==> config.mk <==
export PLATFORM = sky130hd
export DESIGN_NAME = aes256_ctr_stream
export DESIGN_NICKNAME = d
export VERILOG_FILES = /design/src/rtl/aes_ctr_pkg.sv /design/src/rtl/aes256_ctr_xor_stage.sv /design/src/rtl/aes256_ctr_stream.sv
export SDC_FILE = /design/constraint.sdc
export NUM_CORES = 1
export LEC_CHECK = 0
export CAP_MARGIN = 20
export CORE_AREA = 2 2 456 458
export CTS_CLUSTER_DIAMETER = 150
export DETAILED_ROUTE_END_ITERATION = 8
export DIE_AREA = 0 0 458 460
export PLACE_DENSITY_LB_ADDON = 0.3
export SYNTH_ARGS = -nofsm -noshare
export SYNTH_HDL_FRONTEND = slang
export SYNTH_HIERARCHICAL = 1
export SYNTH_SLANG_ARGS = --single-unit
==> constraint.sdc <==
create_clock -name CLK -period 2.25 [get_ports CLK]
set_input_delay 0.45 -clock CLK [delete_from_list [all_inputs] [get_ports CLK]]
set_output_delay 0.45 -clock CLK [all_outputs]
set_load 0.005 [all_outputs]
==> src/rtl/aes_ctr_pkg.sv <==
// Shared types and widths for the AES-256 CTR stream front end.
package aes_ctr_pkg;
  localparam int AES_BLK_W    = 128;
  localparam int AES256_KEY_W = 256;

  typedef enum logic [2:0] {
    ST_UNCFG, ST_KEY_CMD, ST_KEY_WAIT, ST_CTR_CMD,
    ST_CTR_WAIT, ST_GEN_CMD, ST_GEN_WAIT, ST_READY
  } ctr_state_e;

  function automatic logic is_wait(ctr_state_e s);
    return (s == ST_KEY_WAIT) || (s == ST_CTR_WAIT) || (s == ST_GEN_WAIT);
  endfunction
endpackage

==> src/rtl/aes256_ctr_xor_stage.sv <==
// One-block keystream buffer, XOR and valid/ready output register.
module aes256_ctr_xor_stage
  import aes_ctr_pkg::*;
#(
  parameter int DATA_W = AES_BLK_W
) (
  input  logic              clk,
  input  logic              rst_n,
  input  logic              ks_load,
  input  logic [DATA_W-1:0] ks_din,
  input  logic              ks_clr,
  input  logic              hold,
  input  logic              in_valid,
  output logic              in_ready,
  input  logic [DATA_W-1:0] in_data,
  output logic              out_valid,
  input  logic              out_ready,
  output logic [DATA_W-1:0] out_data,
  output logic              ks_valid
);
  logic [DATA_W-1:0] ks_buf_q, ks_buf_d, out_data_q, out_data_d;
  logic              ks_valid_q, ks_valid_d, out_valid_q, out_valid_d;
  logic              accept;

  assign in_ready  = ks_valid_q & ~hold & (~out_valid_q | out_ready);
  assign accept    = in_valid & in_ready;
  assign out_valid = out_valid_q;
  assign out_data  = out_data_q;
  assign ks_valid  = ks_valid_q;

  always_comb begin
    ks_buf_d    = ks_buf_q;
    ks_valid_d  = ks_valid_q;
    out_data_d  = out_data_q;
    out_valid_d = out_valid_q;
    if (ks_load) begin
      ks_buf_d   = ks_din;
      ks_valid_d = 1'b1;
    end
    // each keystream block is used exactly once
    if (accept) ks_valid_d = 1'b0;
    if (ks_clr) ks_valid_d = 1'b0;
    if (accept) begin
      out_data_d  = in_data ^ ks_buf_q;
      out_valid_d = 1'b1;
    end else if (out_ready) begin
      out_valid_d = 1'b0;
    end
  end

  always_ff @(posedge clk or negedge rst_n) begin
    if (!rst_n) begin
      ks_buf_q    <= '0;
      ks_valid_q  <= 1'b0;
      out_data_q  <= '0;
      out_valid_q <= 1'b0;
    end else begin
      ks_buf_q    <= ks_buf_d;
      ks_valid_q  <= ks_valid_d;
      out_data_q  <= out_data_d;
      out_valid_q <= out_valid_d;
    end
  end
endmodule

==> src/rtl/aes256_ctr_stream.sv <==
// Command sequencer for an aes256_ctr core plus CTR crypt datapath.
module aes256_ctr_stream
  import aes_ctr_pkg::*;
#(
  parameter int DATA_W    = AES_BLK_W,
  parameter int KEY_W     = AES256_KEY_W,
  parameter int TIMEOUT_W = 10
) (
  input  logic              CLK,
  input  logic              RST_N,
  input  logic              CFG_LOAD,
  input  logic [KEY_W-1:0]  CFG_KEY,
  input  logic [DATA_W-1:0] CFG_IV,
  output logic              CFG_BUSY,
  output logic              ERR,
  input  logic              IN_VALID,
  output logic              IN_READY,
  input  logic [DATA_W-1:0] IN_DATA,
  output logic              OUT_VALID,
  input  logic              OUT_READY,
  output logic [DATA_W-1:0] OUT_DATA,
  output logic              CORE_SET_KEY,
  output logic              CORE_SET_COUNT,
  output logic              CORE_START_ENC,
  output logic [KEY_W-1:0]  CORE_KEY,
  output logic [DATA_W-1:0] CORE_DATA,
  input  logic              CORE_BUSY,
  input  logic [DATA_W-1:0] CORE_DOUT
);
  localparam logic [TIMEOUT_W-1:0] WD_LAST = {{(TIMEOUT_W-1){1'b1}}, 1'b0};

  ctr_state_e         state_q, state_d;
  logic [KEY_W-1:0]   key_q, key_d;
  logic [DATA_W-1:0]  iv_q, iv_d;
  logic               pend_q, pend_d, err_q, err_d;
  logic [TIMEOUT_W-1:0] wd_q, wd_d;
  logic               in_wait, wait_done, wd_exp, ks_load, ks_clr, ks_valid;

  assign in_wait   = is_wait(state_q);
  // wd_q is 0 in the first wait cycle, so a nonzero count enforces the 2-cycle gap
  assign wait_done = in_wait & (|wd_q) & ~CORE_BUSY;
  assign wd_exp    = in_wait & ~wait_done & (wd_q == WD_LAST);

  assign CFG_BUSY  = (state_q == ST_KEY_CMD) || (state_q == ST_KEY_WAIT) ||
                     (state_q == ST_CTR_CMD) || (state_q == ST_CTR_WAIT);
  assign ERR       = err_q;
  assign CORE_KEY  = key_q;
  assign CORE_DATA = iv_q;

  always_comb begin
    state_d        = state_q;
    key_d          = key_q;
    iv_d           = iv_q;
    pend_d         = pend_q;
    err_d          = err_q;
    wd_d           = in_wait ? wd_q + 1'b1 : '0;
    ks_load        = 1'b0;
    ks_clr         = 1'b0;
    CORE_SET_KEY   = 1'b0;
    CORE_SET_COUNT = 1'b0;
    CORE_START_ENC = 1'b0;
    case (state_q)
      ST_KEY_CMD: if (!CORE_BUSY) begin CORE_SET_KEY = 1'b1; state_d = ST_KEY_WAIT; end
      ST_KEY_WAIT: if (wait_done) state_d = pend_q ? ST_KEY_CMD : ST_CTR_CMD;
      ST_CTR_CMD: if (!CORE_BUSY) begin CORE_SET_COUNT = 1'b1; state_d = ST_CTR_WAIT; end
      ST_CTR_WAIT: if (wait_done) state_d = pend_q ? ST_KEY_CMD : ST_GEN_CMD;
      ST_GEN_CMD: if (!CORE_BUSY) begin CORE_START_ENC = 1'b1; state_d = ST_GEN_WAIT; end
      ST_GEN_WAIT: begin
        if (wait_done) begin
          if (pend_q) state_d = ST_KEY_CMD;
          else begin ks_load = 1'b1; state_d = ST_READY; end
        end
      end
      ST_READY: begin
        if (pend_q) state_d = ST_KEY_CMD;
        else if (!ks_valid) state_d = ST_GEN_CMD;
      end
      default: ;
    endcase
    if (state_d == ST_KEY_CMD && state_q != ST_KEY_CMD) pend_d = 1'b0;

    if (wd_exp) begin
      err_d   = 1'b1;
      ks_clr  = 1'b1;
      pend_d  = 1'b0;
      state_d = ST_UNCFG;
    end else if (CFG_LOAD) begin
      key_d  = CFG_KEY;
      iv_d   = CFG_IV;
      err_d  = 1'b0;
      ks_clr = 1'b1;
      // mid-command loads are deferred until the core is idle again
      if (state_q == ST_UNCFG || state_q == ST_READY) begin
        state_d = ST_KEY_CMD;
        pend_d  = 1'b0;
      end else begin
        pend_d = 1'b1;
      end
    end
  end

  always_ff @(posedge CLK or negedge RST_N) begin
    if (!RST_N) begin
      state_q <= ST_UNCFG;
      key_q   <= '0;
      iv_q    <= '0;
      pend_q  <= 1'b0;
      err_q   <= 1'b0;
      wd_q    <= '0;
    end else begin
      state_q <= state_d;
      key_q   <= key_d;
      iv_q    <= iv_d;
      pend_q  <= pend_d;
      err_q   <= err_d;
      wd_q    <= wd_d;
    end
  end

  aes256_ctr_xor_stage #(.DATA_W(DATA_W)) u_xor (
    .clk       (CLK),
    .rst_n     (RST_N),
    .ks_load   (ks_load),
    .ks_din    (CORE_DOUT),
    .ks_clr    (ks_clr),
    .hold      (pend_q),
    .in_valid  (IN_VALID),
    .in_ready  (IN_READY),
    .in_data   (IN_DATA),
    .out_valid (OUT_VALID),
    .out_ready (OUT_READY),
    .out_data  (OUT_DATA),
    .ks_valid  (ks_valid)
  );
endmodule

==> results.md, run 1 <==
- Final Cell Area: 47700 um^2
- Vias: 18800
- Overall global routing resource usage: between 10% and 20%
- Die width: 458 um
- Deepest clock path buffer count: 3
- Chip height: 460 um
- Min-delay worst type: in -> async
- Pleak: about 21 nW
- Crit end category: flip-flop
- P_sw: 10.9 mW
- # DRC: 0
- WS Path Type: reg -> reg
- Sequential cell area fraction in the yosys report: 59.8%
- Port-buffer cells: between 1000 and 1500
- Syn_nets: 2238
- Critical path fanouts, max: 10
- Distinct cells, synth: 43
- Syn Inst Count: about 1600
- Nets: roughly 3600
- Worst Skew: 0.0241 ns
- TNS Setup: -2.30 ns
- Area of the multi-input gates: 10600 um^2
- Largest cells by area after synthesis: dfrtp_1 60%, mux2_4 16%, mux2_2 14%, xor2_1 4.2%, buf_12 2.4%
- Slew Limit Fails: 0
- Fraction of layout cells with a size suffix above 1: 32.9%
- Max_cap viols: 0
- Reg clk slew, reported paths: 0.06 ns
- Core ar.: 206000 um^2
- Most frequent cells in the layout: 1138 x clkdlybuf4s50_1, 655 x dfrtp_1, 436 x mux2_4
- CTS root buffer: clkbuf_16
- Fin. Hold Viols: 0
- Drt pass-1 iters: 4
- GRT overflow: 0
- Number of synthesized register bits: 657
- Placement Cell Area: around 43000 um^2
- Vias/cell: 3.26
- Violated checks: negative setup slack
- Cell taking the most area after synthesis: dfrtp_1
- Internal: slightly below 30 mW
- Detailed-placement wirelength estimate: 99200 um
- Crit start category: flip-flop
- Crit path time final: 2.29 ns
- Post-DR wirelength/cell: 22.3 um
- PD cells: approximately 840 nW/um^2
- Worst Path Required: 2.82 ns
- Worst slew pin tran: 0.561 ns
- Period utilization: 102%
- Sequential share of power: between 30% and 40%
- CP startpoint: wd_q[6]$_DFF_PN0_
- Vias in the first global route: between 20000 and 25000
- First-pass GRT wire length: 169000 um
- Synth top area share: 59.8%
- Final core occ: 23.2%
- Fill cells: 21800
- CTS tree: done
- Die Area: 211000 um^2
- Cell row count: 167
- Syn-to-layout area delta: 73.4%
- Detail Route Antenna Nets: 0
- Synth warn: 6
- Most common cell after layout, fill and taps aside: clkdlybuf4s50_1
- Cell Area, Synth: 27500 um^2
- Initial core utilization: a little over an eighth
- Clk sink count: 657
- Pre-CTS WS: -0.256 ns
- Total Wirelength: approximately 130000 um
- Final total power: approximately 40 mW
- Ys flop type: dfrtp_1
- CP arrival: 2.86 ns
- H-Tree Depth: 3
- Clock latency on the worst-skew pair: about 0.7 ns
- Final setup fails: 111
- Largest net degree at the start of global routing: 62
- Storage element area: 16400 um^2
- RSZ-0062 raised after global routing: true
- Final worst setup slack: -0.0421 ns
- I/O pins: approximately 1200
- Initial antenna violation count: just over 60
- Syn Area/Cell: 17.3 um^2
- EDFF count, synth: 0
- FFs w/ async S/R, synth: 100%
- Max-Slew Margin vs Limit: 62.5%
- Worst r2r src: wd_q[6]$_DFF_PN0_
- CTS Buf Count: 85
- Power share of the clock group: 35.7%
- DRT iter0 DRCs: 662
- Routability cong.: 0.769
- Gate power share: approximately 25%
- Outcome: complete, but fails checks
- Fmax: 436 MHz
- Switching Share: 27.2%
- Worst-case vdd ir drop: 0.596 mV
[synthesized netlist by cell type, types with 2 or more instances]
cell type,instances
nand3_1,7
o21ai_0,4
ha_1,3
mux2_1,5
buf_2,14
mux2_4,300
clkbuf_1,4
a21oi_1,3
clkbuf_8,3
nor2_1,20
and3b_1,2
o2111ai_1,2
xor2_1,133
nand4b_4,2
inv_1,4
buf_6,16
buf_4,2
and2_1,2
mux2_2,336
xnor2_1,4
nand2_1,11
and3_1,2
buf_12,33
nand2b_1,2
dfrtp_1,657
[power by group through the flow]
| stage | Sequential (mW) | Clock, mW | Combinational (mW) |
|---|---|---|---|
| 5_1_grt | 16.0 | 15.4 | 10.9 |
| 4_1_cts | 15.7 | 14.9 | 9.78 |
| 6_report | 15.7 | 14.3 | 10.1 |
| 3_3_place_gp | 15.8 | 0 | 9.53 |
| 2_1_floorplan | 15.5 | 0 | 3.67 |
| 3_5_place_dp | 15.8 | 0 | 9.53 |
[layer usage]
| metal | GRT usage (%) | wire (um) | part of all wire (%) |
|---|---|---|---|
| met1 | 12.2 | 48000 | 37 |
| met2 | 19.5 | 61500 | 48 |
| met3 | 6.71 | 15400 | 12 |
| met4 | 2.89 | 2830 | 2.2 |
| met5 | 0 | 298 | 0.23 |
[kinds of logic (layout without fill, tap and decap cells)]
group,after synthesis,count (layout),share of synthesized area [%]
compound gates,15,15,0.391
xor+xnor,137,137,4.36
fa+ha+maj,3,3,0.136
buf+inv,77,1513,3.68
flops,657,657,59.8
mux,641,641,30.3
other cells,0,19,0
simple gates,59,59,1.32
[sequential cells by signal (all words and copies together), names as in the netlist]
name / count
ERR: 1
u_xor/ks_buf_q: 128
u_xor/out_valid: 1
u_xor/out_data: 128
state_q: 3
u_xor/ks_valid: 1
CORE_KEY: 256
CORE_DATA: 128
wd_q: 10
pend_q: 1
[critical path, cell delays in order, from the launching register on]
cell and delay, ns:
dfrtp_1 0.39, nor4_2 0.26, buf_4 0.16, a31oi_2 0.10, nand4b_4 0.22, nand2_8 0.16, buf_12 0.17, buf_16 0.17
clkbuf_16 0.18, mux2_4 0.30
[through the flow]
stage                     hold slack [ns]  cells
after floorplan                     0.154   1589
after global placement              0.384   5524
after detailed placement            0.371   5524
after CTS                           0.182   5702
after global routing                0.194   5734
final                               0.262   5748
[final timing paths]
check / end / slack (ns) / cells after the start
max: CORE_DATA[58]$_DFFE_PN0P_ / -0.04 / 9
min: CORE_KEY[1]$_DFFE_PN0P_ / 0.26 / 2
max reg2reg: CORE_DATA[58]$_DFFE_PN0P_ / -0.04 / 9
min reg2reg: u_xor/out_data[95]$_DFFE_PN0P_ / 0.50 / 1
max in group asynchronous: u_xor/out_data[111]$_DFFE_PN0P_ / 1.07 / 4
min in group CLK: CORE_KEY[170]$_DFFE_PN0P_ / 0.35 / 2
[repair_timing]
action	in CTS	in global routing
endpoints found under the hold margin	124	0
setup endpoints to repair	451	531
pin swaps	3	3
gates resized for setup	102	201
hold buffers	1	0
cloned	7	12
buffers inserted	14	18
[cell type report]
class	instances	share of cell area, %
Sequential cell	657	34.5
Inverter	4	0.0315
Multi-Input combinational cell	855	22.3
Clock inverter	31	0.868
Tap cell	2704	7.09
Antenna cell	19	0.0997
Clock buffer	125	5.20
Timing Repair Buffer	1353	30.0
(Power assumes the default switching activity.)
==> run 2, diff against run 1 <==
CELL_PAD_IN_SITES_DETAIL_PLACEMENT = 1   (was not set)
CELL_PAD_IN_SITES_GLOBAL_PLACEMENT = 1   (was not set)
CORE_AREA = 2 2 454 456   (was 2 2 456 458)
DIE_AREA = 0 0 456 458   (was 0 0 458 460)
==> run 2 against run 1 <==
Effect of this change:
- largest cell class unchanged
- cell count shrank 0.56%
- sequential share of layout area grew 0.068 points
- the run still ends with negative setup slack left
- clock skew grew 0.024 ns
- worst hold slack lost 0.051 ns
- critical path depth grew 1
- routed wire length grew 7.6%
- final area is essentially flat
- critical path type unchanged
- core utilization grew 0.24 points
- sequential power is essentially flat
- flip-flop and latch count is the same
==> results.md, run 2 (synthesized netlist as in run 1, its figures left out) <==
- Period utilization: 104%
- CTS Buf Count: 86
- Sequential share of power: 39.4%
- Storage element area: 16500 um^2
- Port-buffer cells: between 1000 and 1500
- TNS Setup: -13.85 ns
- Non-Filler Instances: ~5700
- WS Path Type: reg -> reg
- CTS root buffer: clkbuf_16
- # DRC: 0
- Worst slew pin tran: 0.659 ns
- Violated checks: negative setup slack
- Gate power share: 24.5%
- Switching Share: 28.1%
- Chip height: approximately 460 um
- Min-delay worst type: in -> async
- DP Cell Count: 5499
- I/O pins: approximately 1200
- First-pass GRT wire length: around 180000 um
- Most frequent cells in the layout: 1135 x clkdlybuf4s50_1, 641 x dfrtp_1, 382 x mux2_4
- P_sw: 11.4 mW
- Max-Slew Margin vs Limit: approximately 56%
- Fill cells: around 22000
- Worst Skew: 0.0480 ns
- Core ar.: 204000 um^2
- Pleak: 21.0 nW
- Final setup fails: 319
- Die width: 456 um
- Most common cell after layout, fill and taps aside: clkdlybuf4s50_1
- Buf/Inv on CP: 5
- DRT iter0 DRCs: between 600 and 700
- Internal: 29.2 mW
- Die Area: between 200000 and 250000 um^2
- GRT overflow: 0
- Detail Route Antenna Nets: 0
- Clk sink count: 657
- Post-DR wirelength/cell: 24.1 um
- Crit path time final: 2.35 ns
- Routability cong.: 0.837
- Worst-path cell chain: inv_1 > ha_1 > nor3b_4 > a31oi_4 > buf_4 > nor4b_4 > buf_4 > buf_12 > buf_12 > mux2_2
- CP top delay family: buffers and inverters
- Deepest clock path buffer count: 3
- Reg clk slew, reported paths: 0.06 ns
- Vias: between 15000 and 20000
- Clock latency on the worst-skew pair: 0.72 ns
- Syn-to-layout area delta: 73.3%
- Fmax: 426 MHz
- Crit path largest cell delay: 0.36 ns
- RSZ-0062 raised after global routing: true
- CP arrival: 2.93 ns
- Initial antenna violation count: 32
- Crit-path slowest cell: mux2_2
- Total Wirelength: roughly 140000 um
- Critical path fanouts, max: 25
- Fraction of layout cells with a size suffix above 1: 33.0%
- Vias in the first global route: 21000
- Crit start category: flip-flop
- Max FFs per register: 256
- Outcome: complete, but fails checks
- Crit end category: flip-flop
- Drt pass-1 iters: 4
- Largest net degree at the start of global routing: 68
- Detailed-placement wirelength estimate: 110000 um
- Final worst setup slack: -0.0956 ns
- Worst Path Required: 2.84 ns
- CTS tree: done
- Area of the multi-input gates: approximately 10000 um^2
- Slew Limit Fails: 0
- Nets: 3597
- Initial core utilization: 13.5%
- Fin. Hold Viols: 0
- H-Tree Depth: 3
- PD cells: roughly 850 nW/um^2
- Worst-case vdd ir drop: 0.486 mV
- Cell row count: 166
- Max_cap viols: 0
- Vias/cell: 3.31
- Power share of the clock group: 36.1%
- Overall global routing resource usage: 12.7%
## run 2: cell count changes in the layout (fill, tap and decap cells not counted), moves of 4 or more
cell            change
clkbuf_8            +7
dlymetal6s2s_1     +18
buf_12             +11
buf_16              -4
mux2_4             -54
dfrtp_1            -14
clkinv_2            -4
dfrtp_2            +14
diode_2             -8
dlygate4sd2_1      -11
mux2_2             +54
buf_4              -18
## run 2: routing by layer
layer	track usage (%)	vias to the layer above	part of all wire (%)
met3	4.22	162	7.8
met1	14.8	9758	39
met2	22.3	664	51
met5	0	-	0.078
met4	3.28	18	2.0
li1	-	8310	-
## run 2: worst paths after layout
kind / startpoint / endpoint / slack (ns) / cells past startpoint
setup / recovery: wd_q[0]$_DFF_PN0_ / u_xor/ks_buf_q[78]$_DFFE_PN0P_ / -0.1 / 10
hold / removal: RST_N / CORE_KEY[168]$_DFFE_PN0P_ / 0.21 / 2
setup reg to reg: wd_q[0]$_DFF_PN0_ / u_xor/ks_buf_q[78]$_DFFE_PN0P_ / -0.1 / 10
hold reg to reg: u_xor/out_data[97]$_DFFE_PN0P_ / u_xor/out_data[97]$_DFFE_PN0P_ / 0.50 / 1
max in group asynchronous: RST_N / u_xor/out_data[44]$_DFFE_PN0P_ / 0.99 / 4
min in group CLK: CFG_KEY[107] / CORE_KEY[107]$_DFFE_PN0P_ / 0.35 / 2
## run 2: area by class of cell
type,instances,share of cell area [%]
inverters,4,0.0315
flip-flops and latches,657,34.5
clock buffers,132,5.45
multi-input cells,856,21.9
clock inverters,25,0.887
diodes,11,0.0578
repair buffers,1343,30.1
well taps,2688,7.06
## run 2: through the flow
| stage | utilization (%) | setup WS, ns | hold WS [ns] | total power, mW | area (um^2) |
|---|---|---|---|---|---|
| final | 23.4 | -0.0956 | 0.211 | 40.6 | 47700 |
| after global routing | 23.4 | -0.238 | 0.152 | 42.7 | 47600 |
| after CTS | 23.1 | -0.167 | 0.112 | 41.5 | 47100 |
| after detailed placement | 21.1 | -0.308 | 0.337 | 26.0 | 43000 |
| after global placement | 21.1 | -0.275 | 0.337 | 25.9 | 43000 |
| after floorplan | - | 0.0226 | 0.154 | 19.2 | 27500 |
## run 2: repair_timing
item | in CTS | in global routing
setup buffers | 18 | 16
hold endpoints to repair | 156 | 0
setup endpoints to repair | 555 | 533
gates cloned | 13 | 12
pin swaps | 3 | 3
hold buffers | 1 | 0
resized for setup | 143 | 97
## run 2: power groups by stage
stage / clock [mW] / sequential (mW) / combinational (mW)
floorplan: 0 / 15.5 / 3.67
global placement: 0 / 16.2 / 9.63
detailed placement: 0 / 16.3 / 9.70
CTS: 15.3 / 16.1 / 10.1
global route: 15.7 / 16.3 / 10.6
finish: 14.6 / 16.0 / 9.95
==> run 3, diff against run 2 <==
CORE_AREA = 2 2 459 461   (was 2 2 454 456)
DIE_AREA = 0 0 461 463   (was 0 0 456 458)
SYNTH_HIERARCHICAL = not set   (was 1)
==> run 3 against run 2 <==
Effect of this change:
- the run still ends with negative setup slack left
- largest cell class unchanged
- setup slack better by 0.083 ns
- critical endpoint is now CORE_KEY[102]$_DFFE_PN0P_
- die area grew 2.2%
- synthesized area decreased by 1.2%
- sequential share of layout area rose by 0.37 points
- combinational power is 33% lower
- final area shrank 1.1%
- cell count increased by 4.6%
- critical path depth is 2 higher
- clock power is 3% higher
- maximum frequency rose by 3.7%
==> results.md, run 3 <==
- Vias/cell: 3.29
- CTS Buf Count: 89
- Cell taking the most area after synthesis: dfrtp_1
- Worst Skew: 0.0462 ns
- Worst-case vdd ir drop: 0.520 mV
- CP top delay family: buffers and inverters
- Clock latency on the worst-skew pair: 0.71 ns
- Max-Slew Margin vs Limit: 57.0%
- Max FFs per register: ~260
- Fin. Hold Viols: 0
- Die width: 461 um
- WHS: 0.220 ns
- Deepest clock path buffer count: 3
- Crit path largest cell delay: approximately 0.36 ns
- First-pass GRT wire length: around 200000 um
- R2R Setup Slk: -0.01 ns
- Slew Limit Fails: 0
- Crit start category: flip-flop
- Pleak: between 20 and 25 nW
- Overall global routing resource usage: 13.4%
- Cell row count: 168
- Final worst setup slack: -0.0126 ns
- Drt pass-1 iters: 4
- Detail Route Antenna Nets: 0
- Crit end category: flip-flop
- # DRC: 0
- DRT iter0 DRCs: 593
- GRT overflow: 0
- Post-DR wirelength/cell: 24.9 um
- Synth top area share: about three fifths
- FFs w/ async S/R, synth: 100%
- Reg clk slew, reported paths: 0.06 ns
- Worst slew pin tran: 0.645 ns
- Crit path time final: 2.26 ns
- Crit-path slowest cell: dfrtp_1
- Final setup fails: 6
- Total Wirelength: about 150000 um
- CP arrival: 2.86 ns
- Final Cell Area: 47100 um^2
- Vias: approximately 20000
- Worst r2r src: wd_q[0]$_DFF_PN0_
- Routability cong.: 0.817
- PD cells: 745 nW/um^2
- Most common cell after layout, fill and taps aside: clkdlybuf4s50_1
- Ys flop type: dfrtp_1
- Min-delay worst type: in -> async
- Cell Area, Synth: between 20000 and 30000 um^2
- Fraction of layout cells with a size suffix above 1: between 20% and 30%
- Fmax: 442 MHz
- Vias in the first global route: roughly 21000
- Largest net degree at the start of global routing: 72
- Syn Inst Count: 1740
- CTS tree: done
- Sequential cell area fraction in the yosys report: 60.5%
- DP Cell Count: 5742
- Die Area: 213000 um^2
- Nets: 3736
- Synth warn: 0
- Syn-to-layout area delta: 73.4%
- Worst-path cell chain: inv_2 > ha_4 > nor3b_4 > a31o_4 > nand3_4 > nand2_8 > buf_6 > buf_12 > buf_12 > buf_12 > buf_8 > mux2_4
- Worst R2R Path Depth: 12
- Critical path fanouts, max: 6
- Port-buffer cells: 1164
- Max_cap viols: 0
- Most frequent cell after synthesis: dfrtp_1
- Buf/Inv on CP: 6
- Initial core utilization: 13.0%
- Final total power: 35.1 mW
- R2r endpoint: CORE_KEY[102]$_DFFE_PN0P_
- Outcome: complete, but fails checks
- Synth cell count leaders: 657 x dfrtp_1, 300 x mux2_4, 169 x mux2_1, 134 x nand2_1, 134 x o21ai_0
- Initial antenna violation count: 83
- Chip height: 463 um
- Worst Path Required: 2.84 ns
- Violated checks: negative setup slack
- Placement Cell Area: 42800 um^2
- H-Tree Depth: 3
- Syn Area/Cell: 15.6 um^2
- Number of synthesized register bits: 657
- EDFF count, synth: 0
- Non-Filler Instances: ~6000
- Largest cells by area after synthesis: dfrtp_1 61%, mux2_4 17%, mux2_1 7.0%, xnor2_1 4.3%, o21ai_0 2.5%
- Final core occ: between 20 and 25%
- Syn_nets: 2389
- Period utilization: 101%
- I/O pins: 1165
- Detailed-placement wirelength estimate: 119000 um
- Distinct cells, synth: 40
- CTS root buffer: clkbuf_16
- Clk sink count: 657
- Most frequent cells in the layout: 1041 x clkdlybuf4s50_1, 644 x dfrtp_1, 306 x mux2_4
- Core ar.: 209000 um^2
- RSZ-0062 raised after global routing: true
- WS Path Type: reg -> reg
- Critical Path Most Common Cell: buf_12
run 3: cell count changes after synthesis, sizes merged, moves of 14 or more:
cell | before | now
clkbuf | 7 | 21
mux2 | 641 | 512
nand2 | 12 | 135
o21ai | 4 | 134
xnor2 | 4 | 133
xor2 | 133 | 3
run 3: worst max path at each step:
stage | depth (start not counted) | slack [ns] | start | end
5_1_grt | 12 | -0.13 | wd_q[0]$_DFF_PN0_ | CORE_KEY[134]$_DFFE_PN0P_
3_5_place_dp | 7 | -0.26 | CORE_BUSY | CORE_KEY[122]$_DFFE_PN0P_
4_1_cts | 5 | -0.25 | state_q[0]$_DFF_PN0_ | CFG_BUSY
2_1_floorplan | 9 | 0.23 | wd_q[0]$_DFF_PN0_ | CORE_DATA[0]$_DFFE_PN0P_
6_report | 12 | -0.01 | wd_q[0]$_DFF_PN0_ | CORE_KEY[102]$_DFFE_PN0P_
3_3_place_gp | 6 | -0.27 | CORE_BUSY | CORE_KEY[214]$_DFFE_PN0P_
run 3: worst register-to-register path, delay by kind of cell, from the launching register on:
family | cells | cell delay [ns]
mux | 1 | 0.29
simple gates | 3 | 0.34
buf+inv | 6 | 0.77
flops | 1 | 0.36
fa+ha+maj | 1 | 0.14
compound gates | 1 | 0.26
run 3: metal layers:
layer  global-route usage (%)  share of wire (%)
met3                     7.51                 12
met2                     23.5                 50
met5                        0               0.31
met4                     3.18                2.2
met1                     13.6                 36
run 3: power breakdown:
part	internal, mW	leakage [nW]	switching (mW)	total, mW
sequential	12.8	8.13	0.666	13.5
combinational	4.07	10.8	2.55	6.62
clock	8.99	1.51	6.04	15.0
total	25.9	20.4	9.25	35.1
run 3: logic make-up (layout without fill, tap and decap cells):
kind of cell	after synthesis	count (layout)	share of synthesized area, %
DFF	657	657	60.5
muxes	512	512	25.4
and+or+nand+nor	190	191	3.14
AOI/OAI and AO/OA	144	144	2.76
xor gates and xnor gates	136	136	4.38
buffers and inverters	98	1515	3.72
adders and majority gates	3	3	0.138
other	0	18	0
run 3: through the flow:
stage / setup WS (ns) / TNS [ns]
finish: -0.0126 / -0.0485
detailed placement: -0.255 / -87.58
floorplan: 0.230 / 0
global route: -0.132 / -17.95
CTS: -0.254 / -1.73
global placement: -0.275 / -91.07
run 3: what timing repair did:
item,4_1_cts,5_1_grt
cloned,6,19
endpoints found under the setup margin,329,433
pin swaps,6,5
resized for setup,185,69
endpoints found under the hold margin,144,0
buffers inserted,21,16
hold buffers,1,0
run 3: cell type report:
type / count / area (um^2)
diodes: 18 / 45.0
clock buffers: 125 / 2590
clock inverters: 37 / 483
fillers: 23000 / 161000
inverters: 7 / 30.0
multi-input cells: 986 / 9860
flip-flops and latches: 657 / 16500
well taps: 2805 / 3510
repair buffers: 1346 / 14200
